File: src/rtl/riego_pkg.sv
// Shared types and constants for the irrigation controller: FSM states and
// per-plant-type humidity hysteresis thresholds (index = tipo_planta).
package riego_pkg;

    localparam int CANAL_W = 3;

    typedef enum logic [1:0] {
        REPOSO    = 2'd0,
        SELECCION = 2'd1,
        RIEGO     = 2'd2,
        PAUSA     = 2'd3
    } estado_t;

    // Start watering below UMBRAL_BAJO, stop at or above UMBRAL_ALTO.
    localparam logic [15:0] UMBRAL_BAJO [16] = '{
        16'h0300, 16'h0200, 16'h0400, 16'h0500,
        16'h0250, 16'h0350, 16'h0450, 16'h0180,
        16'h0600, 16'h0700, 16'h0100, 16'h0280,
        16'h0380, 16'h0480, 16'h0580, 16'h0680
    };

    localparam logic [15:0] UMBRAL_ALTO [16] = '{
        16'h0600, 16'h0500, 16'h0800, 16'h0900,
        16'h0550, 16'h0650, 16'h0750, 16'h0400,
        16'h0A00, 16'h0B00, 16'h0300, 16'h0580,
        16'h0680, 16'h0780, 16'h0880, 16'h0C00
    };

endpackage

File: src/rtl/divisor_tick.sv
// One-second tick generator: free-running CLK_HZ-cycle counter with a
// synchronous restart so the first period after `reinicio` is exactly CLK_HZ cycles.
module divisor_tick #(
    parameter int CLK_HZ = 50_000_000
) (
    input  logic clk,
    input  logic rst,
    input  logic reinicio,
    output logic tick
);

    localparam int CNT_W = (CLK_HZ > 1) ? $clog2(CLK_HZ) : 1;
    localparam logic [CNT_W-1:0] CNT_FIN = CNT_W'(CLK_HZ - 1);

    logic [CNT_W-1:0] cnt_q;
    logic [CNT_W-1:0] cnt_d;

    always_comb begin
        if (reinicio || (cnt_q == CNT_FIN)) begin
            cnt_d = '0;
        end else begin
            cnt_d = cnt_q + 1'b1;
        end
    end

    always_ff @(posedge clk) begin
        if (rst) begin
            cnt_q <= '0;
        end else begin
            cnt_q <= cnt_d;
        end
    end

    assign tick = (cnt_q == CNT_FIN);

endmodule

File: src/rtl/controlador_riego.sv
// Multi-channel irrigation controller: round-robin pump grant, hysteresis, post-watering
// pause; optional on-time watchdog with sticky per-channel fault under RIEGO_WATCHDOG_EN.
module controlador_riego
    import riego_pkg::*;
#(
    parameter int N_CANALES = 4,
    parameter int ANCHO_HUM = 12,
    parameter int CLK_HZ    = 50_000_000,
    parameter int T_MAX_S   = 30,
    parameter int T_PAUSA_S = 5
) (
    input  logic                 clk,
    input  logic                 rst,
    input  logic                 dato_valido,
    input  logic [CANAL_W-1:0]   canal,
    input  logic [ANCHO_HUM-1:0] humedad,
    input  logic [3:0]           tipo_planta,
    input  logic [N_CANALES-1:0] modulo_presente,
    output logic [N_CANALES-1:0] bomba,
    output logic [CANAL_W-1:0]   canal_activo,
    output logic                 ocupado,
    output logic                 alarma,
    output logic [N_CANALES-1:0] falla
);

    localparam int SEG_MAX = (T_MAX_S > T_PAUSA_S) ? T_MAX_S : T_PAUSA_S;
    localparam int SEG_W   = $clog2(SEG_MAX + 1);

    estado_t              estado_q, estado_d;
    logic [ANCHO_HUM-1:0] hum_q  [N_CANALES];
    logic [ANCHO_HUM-1:0] hum_d  [N_CANALES];
    logic [3:0]           tipo_q [N_CANALES];
    logic [3:0]           tipo_d [N_CANALES];
    logic [N_CANALES-1:0] falla_q, falla_d;
    logic [N_CANALES-1:0] bomba_q, bomba_d;
    logic [CANAL_W-1:0]   canal_activo_q, canal_activo_d;
    logic [CANAL_W-1:0]   ptr_q, ptr_d;
    logic [SEG_W-1:0]     seg_q, seg_d;
    logic                 ocupado_q, ocupado_d;
    logic                 alarma_q, alarma_d;

    logic [N_CANALES-1:0] necesita;
    logic [N_CANALES-1:0] lleno;
    logic [CANAL_W-1:0]   concesion;
    logic                 hay_concesion;
    logic                 presente_act;
    logic                 lleno_act;
    logic                 limite;
    logic                 fin_pausa;
    logic                 tick;
    logic                 reinicio;

    divisor_tick #(
        .CLK_HZ (CLK_HZ)
    ) u_tick (
        .clk      (clk),
        .rst      (rst),
        .reinicio (reinicio),
        .tick     (tick)
    );

    // Sample capture and per-channel demand from the stored values.
    always_comb begin
        for (int c = 0; c < N_CANALES; c++) begin
            hum_d[c]  = hum_q[c];
            tipo_d[c] = tipo_q[c];
            if (dato_valido && (canal == CANAL_W'(c))) begin
                hum_d[c]  = humedad;
                tipo_d[c] = tipo_planta;
            end
            necesita[c] = (hum_q[c] < ANCHO_HUM'(UMBRAL_BAJO[tipo_q[c]]))
                          && modulo_presente[c] && !falla_q[c];
            lleno[c]    = (hum_q[c] >= ANCHO_HUM'(UMBRAL_ALTO[tipo_q[c]]));
        end
    end

    // Round-robin search starting at ptr_q, plus status of the channel being watered.
    always_comb begin
        hay_concesion = 1'b0;
        concesion     = '0;
        presente_act  = 1'b0;
        lleno_act     = 1'b0;
        for (int i = 0; i < N_CANALES; i++) begin
            for (int c = 0; c < N_CANALES; c++) begin
                if (!hay_concesion && necesita[c] && (c == (int'(ptr_q) + i) % N_CANALES)) begin
                    hay_concesion = 1'b1;
                    concesion     = CANAL_W'(c);
                end
            end
            if (canal_activo_q == CANAL_W'(i)) begin
                presente_act = modulo_presente[i];
                lleno_act    = lleno[i];
            end
        end
    end

`ifdef RIEGO_WATCHDOG_EN
    assign limite = tick && (seg_q == SEG_W'(T_MAX_S - 1));
`else
    assign limite = 1'b0;
`endif
    assign fin_pausa = tick && (seg_q == SEG_W'(T_PAUSA_S - 1));

    always_comb begin
        estado_d       = estado_q;
        canal_activo_d = canal_activo_q;
        ptr_d          = ptr_q;
        falla_d        = falla_q;
        case (estado_q)
            REPOSO: begin
                if (|necesita) begin
                    estado_d = SELECCION;
                end
            end
            SELECCION: begin
                if (hay_concesion) begin
                    estado_d       = RIEGO;
                    canal_activo_d = concesion;
                    ptr_d          = CANAL_W'((int'(concesion) + 1) % N_CANALES);
                end else begin
                    estado_d = REPOSO;
                end
            end
            RIEGO: begin
                // Removal outranks the threshold, which outranks the timeout.
                if (!presente_act || lleno_act) begin
                    estado_d = PAUSA;
                end else if (limite) begin
                    estado_d = PAUSA;
                    for (int c = 0; c < N_CANALES; c++) begin
                        if (canal_activo_q == CANAL_W'(c)) begin
                            falla_d[c] = 1'b1;
                        end
                    end
                end
            end
            PAUSA: begin
                if (fin_pausa) begin
                    estado_d = REPOSO;
                end
            end
            default: estado_d = REPOSO;
        endcase

        if (estado_d != estado_q) begin
            seg_d = '0;
        end else if (tick) begin
            seg_d = seg_q + 1'b1;
        end else begin
            seg_d = seg_q;
        end
    end

    always_comb begin
        reinicio  = (estado_d != estado_q) && ((estado_d == RIEGO) || (estado_d == PAUSA));
        ocupado_d = (estado_d != REPOSO);
        alarma_d  = (estado_q == SELECCION) && (estado_d == RIEGO);
        for (int c = 0; c < N_CANALES; c++) begin
            bomba_d[c] = (estado_d == RIEGO) && (canal_activo_d == CANAL_W'(c));
        end
    end

    always_ff @(posedge clk) begin
        if (rst) begin
            estado_q       <= REPOSO;
            canal_activo_q <= '0;
            ptr_q          <= '0;
            seg_q          <= '0;
            falla_q        <= '0;
            bomba_q        <= '0;
            ocupado_q      <= 1'b0;
            alarma_q       <= 1'b0;
            for (int c = 0; c < N_CANALES; c++) begin
                hum_q[c]  <= '1;
                tipo_q[c] <= '0;
            end
        end else begin
            estado_q       <= estado_d;
            canal_activo_q <= canal_activo_d;
            ptr_q          <= ptr_d;
            seg_q          <= seg_d;
            falla_q        <= falla_d;
            bomba_q        <= bomba_d;
            ocupado_q      <= ocupado_d;
            alarma_q       <= alarma_d;
            for (int c = 0; c < N_CANALES; c++) begin
                hum_q[c]  <= hum_d[c];
                tipo_q[c] <= tipo_d[c];
            end
        end
    end

    assign bomba        = bomba_q;
    assign canal_activo = canal_activo_q;
    assign ocupado      = ocupado_q;
    assign alarma       = alarma_q;
    assign falla        = falla_q;

endmodule
File: config.mk
export PLATFORM = sky130hd
export DESIGN_NAME = controlador_riego
export DESIGN_NICKNAME = d
export VERILOG_FILES = /design/src/rtl/riego_pkg.sv /design/src/rtl/divisor_tick.sv /design/src/rtl/controlador_riego.sv
export SDC_FILE = /design/constraint.sdc
export NUM_CORES = 1
export LEC_CHECK = 0
export CORE_MARGIN = 10
export CORE_UTILIZATION = 30
export DETAILED_ROUTE_END_ITERATION = 10
export GPL_ROUTABILITY_DRIVEN = 0
export MAX_ROUTING_LAYER = met4
export PLACE_DENSITY = 0.54
export SYNTH_ARGS = -nofsm -noshare
export SYNTH_HDL_FRONTEND = slang
export SYNTH_SLANG_ARGS = --single-unit
File: constraint.sdc
create_clock -name clk -period 3.34 [get_ports clk]
set_clock_uncertainty 0.15 [all_clocks]
set_input_delay 0.668 -clock clk [delete_from_list [all_inputs] [get_ports clk]]
set_output_delay 0.668 -clock clk [all_outputs]
set_load 0.01 [all_outputs]
==> impl_metrics.yaml, run 1 <==
route:
  drc: 0
  drt-pass1-iter-count: 5
  wl_per_cell_um: 14.7
  drtAntennaViolNets: 0
  routed_via_density: 4.85
  via_count: 5325
  drt_wl_total_um: 16100
  drtIter0Drc: 275
logic_synthesis:
  ys_types: 59
  ys.flop_type: "dfxtp_1"
  synthXorXnorAreaFrac_pct: 4.86
  synth-seq-cells: 100
  synth_top_family_by_area: "simple AND/OR/NAND/NOR gates"
  syn_area_sq_um: 6310
  synthMuxAreaShare_pct: 4.88
  syn_inst: 761
  postSynth.asyncResetShare_pct: 0
  avgSynthCellArea_sq_um: 8.29
  synth_edf_count: 0
  synth_compound_area_share_pct: 14.6
  synth_warnings: 0
  synth_area_leaders: "dfxtp_1, ha_1, nand2_1"
  seq_area_frac_synth_pct: 31.7
  synthSimpleGateAreaFrac_pct: 24.6
  synth_largest_area_cell: "dfxtp_1"
  synth_adder_area_share_pct: 14.5
  yosys.area.top_type_share_pct: 31.7
cts:
  clock_sinks: 100
  cts_buffers: 9
  htree_num_levels: 3
  clk_pin_slew_worst_paths_ps: 70
  cts_tree: "done"
  clock_path_buffers: 2
  ctsRootBufferMaster: "clkbuf_16"
  clock_latency_ps: 350
global_route:
  grt.met1_usage_pct: 15.1
  grt_util_met3_pct: 1.94
  grtUsageTotal_pct: 12.1
  overflow: 0
  grt_antenna_before_repair: 0
  gr-usage-met2_pct: 19.8
  first_global_vias: 5079
  grt_pass1_wl_um: 25800
  grt_busiest_layer: "met2"
  grt_max_degree: 58
critical_path:
  required_ps: 3480
  arrival_ps: 3520
  cp-end-kind: "flip-flop"
  r2r-start: "tipo_q[3][0]"
  crit_fanout: 13
  critPathLaunchType: "flip-flop"
  cp-startpoint: "tipo_q[3][0]"
  path_class: "reg -> reg"
timing:
  rsz0062_at_grt: "yes"
  period_needed_ps: 3380
  setup_slack_ps: -43.7
  tightestPinTransition_ps: 650
  final-max-slew-violation-count: 0
  setup_viol: 15
  slew_headroom_pct: 56.5
  fin_crit_sh_pct: 101
  fmax_mhz: 296
  finalHoldViolCount: 0
die:
  core_sq_um: 20400
  core.rowCount: 52
  die_w_um: 165
  die_y_um: 165
  initial_core_util_pct: 30.9
  dieArea_sq_um: 27200
  ios: 39
status:
  failed_checks: "negative setup slack"
  status: "complete, but fails checks"
power_and_ir_drop:
  power.density_nw_per_um2: 329
  p_leak_nw: 2.98
  peakVddDrop_mv: 0.225
worst_hold_path:
  hold_start: "u_tick.cnt_q[0]"
  hold_class: "reg -> reg"
placement:
  place_hpwl_um: 11800
  port_buffers: 34
  placed_area_sq_um: 7150
final_layout:
  filler_cell_count: 2110
  final_core_util_pct: 38.3
  n_antenna_cell: 0
  finalInstanceArea_sq_um: 7820
  area_growth_pct: 24.0
  drive_gt1_share_pct: 16.5
  nets: 924
flow_run:
  maxCapViolations: 0
## cell usage in the layout (no fill, tap or decap), drive strengths merged, types with 6 or more instances in the layout
| master | synthesis | layout |
|---|---|---|
| nand2 | 101 | 101 |
| dfxtp | 100 | 100 |
| nor2 | 75 | 75 |
| ha | 73 | 73 |
| buf | 8 | 49 |
| a21oi | 42 | 42 |
| inv | 35 | 35 |
| clkdlybuf4s50 | 0 | 33 |
| o21ai | 33 | 33 |
| nor2b | 30 | 30 |
| mux2i | 24 | 24 |
| a211o | 23 | 23 |
| nand3b | 21 | 21 |
| nand3 | 19 | 19 |
| xor2 | 18 | 18 |
| nand4 | 18 | 18 |
| xnor2 | 17 | 17 |
| clkbuf | 26 | 11 |
| a21o | 8 | 8 |
| and2 | 8 | 8 |
| nor4 | 8 | 8 |
| and3 | 6 | 6 |
| nor3 | 6 | 6 |
## cells in the mapped netlist, types with 6 or more instances
cell,instances
a21o_1,8
nand3_1,19
o21ai_0,32
a211o_1,23
dfxtp_1,100
nor4_1,6
nor3_1,6
nor2_1,75
and3_1,6
clkbuf_1,26
a21oi_1,42
xnor2_1,17
nand2_1,101
mux2i_1,24
xor2_1,18
nand3b_1,21
ha_1,73
inv_1,35
nor2b_1,30
nand4_1,18
and2_1,8
## what timing repair did
item / in CTS / in global routing
gates resized for setup: 7 / 78
hold buffers: 0 / 0
pin swaps: 2 / 27
gates cloned: 0 / 2
setup buffers: 0 / 7
setup endpoints to repair: 29 / 38
## sequential cells by signal, indices dropped and copies added (netlist names)
signal	cells
alarma	1
bomba	4
canal_activo	3
estado_q	2
hum_q	40
ocupado	1
ptr_q	2
seg_q	5
tipo_q	16
u_tick.cnt_q	26
## final cells by class
type                       count  area (sq um)  area share (%)
inverter                      35           136            1.74
sequential                   100          2020            25.8
clock inverter                 5          55.1           0.704
tap                          270           338            4.32
clock buffer                   9           225            2.88
timing repair buffer          84           766            9.79
multi-input combinational    595          4280            54.8
## stage by stage
stage | TNS (ps) | cells | setup WS [ps] | power, W | hold WS [ps]
finish | -383 | 1098 | -43.7 | 0.00257 | 321
global route | -3200 | 1098 | -154 | 0.00268 | 342
CTS | -1.48 | 1089 | -1.48 | 0.00257 | 319
detailed placement | -1180 | 1075 | -56.6 | 0.00154 | 302
global placement | -209 | 1075 | -12.4 | 0.00154 | 291
floorplan | 0 | 764 | 0.929 | 0.00144 | 276
## worst paths after layout
| kind | endpoint | slack (ps) | cells past startpoint |
|---|---|---|---|
| worst max-delay path | u_tick.cnt_q[19] | -40 | 13 |
| worst min-delay path | u_tick.cnt_q[0] | 320 | 1 |
| worst max register to register | u_tick.cnt_q[19] | -40 | 13 |
| worst min register to register | u_tick.cnt_q[0] | 320 | 1 |
## per-layer routing
metal | share of wire [%] | vias to the layer above
met5 | 0 | -
li1 | - | 2778
met2 | 48 | 69
met1 | 49 | 2467
met3 | 2.1 | 11
met4 | 1.1 | 0
## critical path, cell delays in order (launching register included)
cell	delay, ps
dfxtp_4	370
ha_4	170
or3_4	350
inv_2	80
ha_4	120
or3b_1	350
a21oi_2	150
nor4_2	50
or3_4	400
nor4_4	220
nor2_1	70
a2111o_1	500
clkbuf_16	230
nor2_1	110
## cells by family after synthesis
| logic type | count (synthesis) |
|---|---|
| mux | 29 |
| simple gates | 312 |
| other cells | 1 |
| flops | 100 |
| xor+xnor | 35 |
| buf+inv | 69 |
| fa+ha+maj | 73 |
| compound gates | 142 |
## report_power, final
| group | leakage [nW] | total (W) | internal (W) | switching (W) |
|---|---|---|---|---|
| clock | 0.133 | 0.00103 | 0.000570 | 0.000457 |
| combinational | 2.03 | 0.000310 | 0.000144 | 0.000166 |
| sequential | 0.816 | 0.00124 | 0.00122 | 0.0000208 |
| total | 2.98 | 0.00257 | 0.00193 | 0.000644 |
(Power assumes the default switching activity.)
==> run 2, diff against run 1 <==
- CORE_MARGIN: 10 -> not set
==> impl_metrics.yaml, run 2 (synthesized netlist as in run 1, its figures left out) <==
final_layout:
  n_antenna_cell: 0
  layout_commonest_cell: "nand2_1"
  mostFrequentLayoutCells: "nand2_1, dfxtp_1, nor2_1, ha_1, buf_4"
  top_regs: "hum_q: 40 flops, u_tick.cnt_q: 26 flops, tipo_q: 16 flops"
  top_register: "hum_q"
  area_growth_pct: 21.8
  nets: 926
  multi_input_area_sq_um: 4190
  final_core_util_pct: 37.6
  final_cells: 1102
  largest_reg_flops: 40
  filler_cell_count: 2156
  finalInstanceArea_sq_um: 7680
  drive_gt1_share_pct: 14.2
  regArea_sq_um: 2010
global_route:
  grtUsageTotal_pct: 15.1
  first_global_vias: 4812
  grt_max_degree: 37
  overflow: 0
  grt_antenna_before_repair: 0
  grt_pass1_wl_um: 24900
power_and_ir_drop:
  p_clk_share_pct: 39.5
  peakVddDrop_mv: 0.212
  finalPower_w: 0.00253
  power.density_nw_per_um2: 329
  p_sw_w: 0.000664
  comb_power_share_pct: 11.7
  p_int_w: 0.00187
  swShare_pct: 26.2
  p_leak_nw: 2.98
  pwr-share-seq_pct: 48.8
timing:
  tightestPinTransition_ps: 690
  finalHoldViolCount: 0
  rsz0062_at_grt: "yes"
  fin_crit_sh_pct: 96.4
  final-max-slew-violation-count: 0
  period_needed_ps: 3220
  hold_slack_ps: 315
  setup_viol: 0
  slew_headroom_pct: 53.9
  fmax_mhz: 311
route:
  drtIter0Drc: 227
  via_count: 5212
  drtAntennaViolNets: 0
  wl_per_cell_um: 13.8
  drc: 0
  routed_via_density: 4.73
  drt-pass1-iter-count: 4
  drt_wl_total_um: 15300
status:
  status: "complete, no violations"
cts:
  hold_buffers: 0
  htree_num_levels: 3
  cts_buffers: 9
  ctsRootBufferMaster: "clkbuf_16"
  clock_path_buffers: 2
  clk_pin_slew_worst_paths_ps: 70
  cts_tree: "done"
  clock_latency_ps: 360
  clock_sinks: 100
die:
  die_w_um: 147
  initial_core_util_pct: 30.9
  die_y_um: 147
  core_sq_um: 20400
  ios: 39
  core.rowCount: 52
  dieArea_sq_um: 21600
critical_path:
  worstReg2RegEnd: "u_tick.cnt_q[22]"
  r2r-start: "tipo_q[3][1]"
  arrival_ps: 3360
  required_ps: 3480
  r2r_slack_ps: 120
  path_class: "reg -> reg"
  cp-end-kind: "flip-flop"
  reg2reg_depth: 15
  critPathCapture: "u_tick.cnt_q[22]"
  cp-startpoint: "tipo_q[3][1]"
  crit_fanout: 26
  critPathLaunchType: "flip-flop"
worst_hold_path:
  hold_class: "reg -> reg"
  hold_start: "u_tick.cnt_q[0]"
placement:
  placed_cells: 1081
  port_buffers: 34
  place_hpwl_um: 11400
  placed_area_sq_um: 7200
flow_run:
  maxCapViolations: 0
run 2: cell count changes in the layout (fill, tap and decap cells not counted), moves of 4 or more:
cell     delta
nor2_1     +12
nor2_4     -11
dfxtp_1     +6
buf_4       +4
dfxtp_2     -4
run 2: area by class of cell:
type	instances	area share, %
timing repair buffer	86	9.71
inverter	35	1.71
tap	270	4.40
clock buffer	10	2.98
multi-input combinational	595	54.5
clock inverter	6	0.635
sequential	100	26.1
run 2: per-layer routing:
metal	vias to the layer above	part of all wire, %	track usage (%)
li1	2777	-	-
met1	2380	51	20.1
met2	44	46	23.5
met3	11	2.4	2.48
met4	0	1.2	4.07
met5	-	0	-
run 2: power by group through the flow:
stage          clock, W  sequential, W  combinational [W]
2_1_floorplan         0        0.00126           0.000176
3_3_place_gp          0        0.00126           0.000279
3_5_place_dp          0        0.00126           0.000281
4_1_cts         0.00103        0.00124           0.000283
5_1_grt         0.00109        0.00124           0.000333
6_report        0.00100        0.00124           0.000296
run 2: worst min-delay path by stage:
stage / depth (start not counted) / end / slack (ps)
3_3_place_gp: 1 / u_tick.cnt_q[0] / 290
4_1_cts: 1 / u_tick.cnt_q[0] / 320
2_1_floorplan: 1 / u_tick.cnt_q[0] / 280
3_5_place_dp: 2 / hum_q[3][4] / 300
6_report: 1 / u_tick.cnt_q[0] / 310
5_1_grt: 2 / hum_q[3][4] / 340
run 2: timing repair:
action | CTS | global route
buffers inserted | 0 | 5
pin swaps | 2 | 17
gates resized for setup | 6 | 38
endpoints found under the setup margin | 27 | 39
run 2: metrics by stage:
| step | TNS (ps) | setup slack (ps) |
|---|---|---|
| after floorplan | 0 | 0.929 |
| after global placement | -843 | -38.3 |
| after detailed placement | -2490 | -114 |
| after CTS | 0 | 6.08 |
| after global routing | -1210 | -70.2 |
| final | 0 | 121 |
run 2: worst max-delay path: stages (launching register included):
cell and delay [ps]:
dfxtp_2 360, inv_2 60, ha_4 260, mux2i_1 60
nor2_1 110, a21oi_2 50, ha_1 320, a21o_1 170
a211o_1 290, a41oi_2 170, o21ai_2 90, nor4_4 280
nor2_1 70, a2111o_1 400, buf_12 180, nor2_1 110
==> run 3, diff against run 2 <==
- CORE_UTILIZATION: 30 -> 46
- PLACE_DENSITY: 0.54 -> 0.73
==> impl_metrics.yaml, run 3 (synthesized netlist as in run 1, its figures left out) <==
timing:
  tns_ps: 0
  final-max-slew-violation-count: 0
  rsz0062_at_grt: "yes"
  finalHoldViolCount: 0
  tightestPinTransition_ps: 630
  fmax_mhz: 310
  setup_viol: 0
  fin_crit_sh_pct: 96.5
  period_needed_ps: 3220
  slew_headroom_pct: 57.9
final_layout:
  top_regs: "hum_q: 40 flops, u_tick.cnt_q: 26 flops, tipo_q: 16 flops"
  largest_reg_flops: 40
  layout_commonest_cell: "nand2_1"
  final_cells: 995
  area_growth_pct: 19.2
  n_antenna_cell: 0
  nets: 913
  drive_gt1_share_pct: 13.7
  mostFrequentLayoutCells: "nand2_1, dfxtp_1, nor2_1, ha_1"
  top_register: "hum_q"
critical_path:
  cp_common_cell: "or3_4"
  slowest_delay_ps: 400
  arrival_ps: 3360
  path_class: "reg -> reg"
  cp-end-kind: "flip-flop"
  crit_cells: 12
  crit_buf_inv: 1
  critPathLaunchType: "flip-flop"
  worstReg2RegEnd: "u_tick.cnt_q[25]"
  required_ps: 3480
  r2r-start: "tipo_q[3][0]"
  crit_slowest_cell: "or3_4"
  r2r_slack_ps: 120
  crit_fanout: 26
  cp-startpoint: "tipo_q[3][0]"
  critPathCapture: "u_tick.cnt_q[25]"
  reg2reg_depth: 12
  crit_path_cell_trace: "ha_2, or3_4, ha_1, or3b_1, a21oi_2, nor4_1, or3_4, nor4_4, nor2_1, a2111o_1, buf_12, nor2_2"
  critical-path-top-delay-family: "simple AND/OR/NAND/NOR gates"
global_route:
  grt_antenna_before_repair: 0
  first_global_vias: 4831
  grtUsageTotal_pct: 21.5
  grt_pass1_wl_um: 23800
  overflow: 0
  grt_max_degree: 57
die:
  core_sq_um: 13300
  dieArea_sq_um: 14200
  ios: 39
  die_w_um: 119
  core.rowCount: 42
  die_y_um: 119
  initial_core_util_pct: 47.4
power_and_ir_drop:
  peakVddDrop_mv: 0.295
  p_leak_nw: 2.93
  power.density_nw_per_um2: 348
placement:
  placed_cells: 971
  port_buffers: 34
  place_hpwl_um: 10700
status:
  status: "complete, no violations"
route:
  drtIter0Drc: 242
  drtAntennaViolNets: 0
  via_count: 5336
  wl_per_cell_um: 14.6
  drc: 0
  routed_via_density: 5.36
  drt_wl_total_um: 14500
  drt-pass1-iter-count: 5
cts:
  cts_buffers: 9
  clk_pin_slew_worst_paths_ps: 70
  clock_path_buffers: 2
  htree_num_levels: 3
  clock_sinks: 100
  hold_buffers: 0
  clock_latency_ps: 350
  ctsRootBufferMaster: "clkbuf_16"
  cts_tree: "done"
flow_run:
  maxCapViolations: 0
worst_hold_path:
  hold_class: "reg -> reg"
[run 3: changes by cell type in the layout (fill, tap and decap cells not counted), moves of 3 or more]
cell,change
ha_4,+3
dfxtp_1,-3
nor2_2,+4
nor2_1,-4
buf_4,-12
[run 3: worst min path at each step]
stage	from	endpoint	slack [ps]	cells after the start
finish	hum_q[1][6]	hum_q[1][6]	320	2
global route	hum_q[1][6]	hum_q[1][6]	340	2
CTS	hum_q[1][6]	hum_q[1][6]	320	2
detailed placement	hum_q[1][6]	hum_q[1][6]	300	2
global placement	u_tick.cnt_q[0]	u_tick.cnt_q[0]	290	1
floorplan	u_tick.cnt_q[0]	u_tick.cnt_q[0]	280	1
[run 3: area by class of cell]
type	instances	area, sq um
well taps	176	220
inverters	35	131
clock inverters	7	81.3
clock buffers	9	225
flip-flops and latches	100	2010
multi-input cells	595	4190
repair buffers	73	653
fillers	1200	5780
[run 3: layer usage]
layer	part of all wire (%)	global-route usage, %	routed length, um
met5	0	-	0
met2	47	33.4	6820
met4	1.7	6.25	241
met3	4.0	3.40	577
met1	47	28.7	6860
[run 3: worst register-to-register path, stage by stage (launching register included)]
cell and delay, ps:
dfxtp_4 360, ha_2 210, or3_4 340, ha_1 210
or3b_1 360, a21oi_2 130, nor4_1 60, or3_4 400
nor4_4 190, nor2_1 70, a2111o_1 400, buf_12 180
nor2_2 120
[run 3: repair_timing]
item | in CTS | in global routing
resized for setup | 5 | 44
hold endpoints to repair | 0 | 0
setup buffers | 0 | 8
pin swaps | 2 | 9
setup endpoints to repair | 31 | 38
[run 3: metrics by stage]
step / setup WS (ps) / hold WS, ps / total power, W / area (sq um) / utilization [%]
6_report: 117 / 320 / 0.00262 / 7520 / 56.6
5_1_grt: -10.7 / 341 / 0.00272 / 7520 / 56.6
4_1_cts: 8.81 / 319 / 0.00261 / 7290 / 54.8
3_5_place_dp: -106 / 303 / 0.00153 / 6970 / 52.5
3_3_place_gp: -5.85 / 294 / 0.00152 / 6970 / 52.5
2_1_floorplan: 0.929 / 276 / 0.00144 / 6320 / -
[run 3: report_power, final]
group	total, W	internal, W	switching (W)
sequential	0.00124	0.00122	0.0000205
combinational	0.000290	0.000135	0.000155
clock	0.00109	0.000592	0.000498
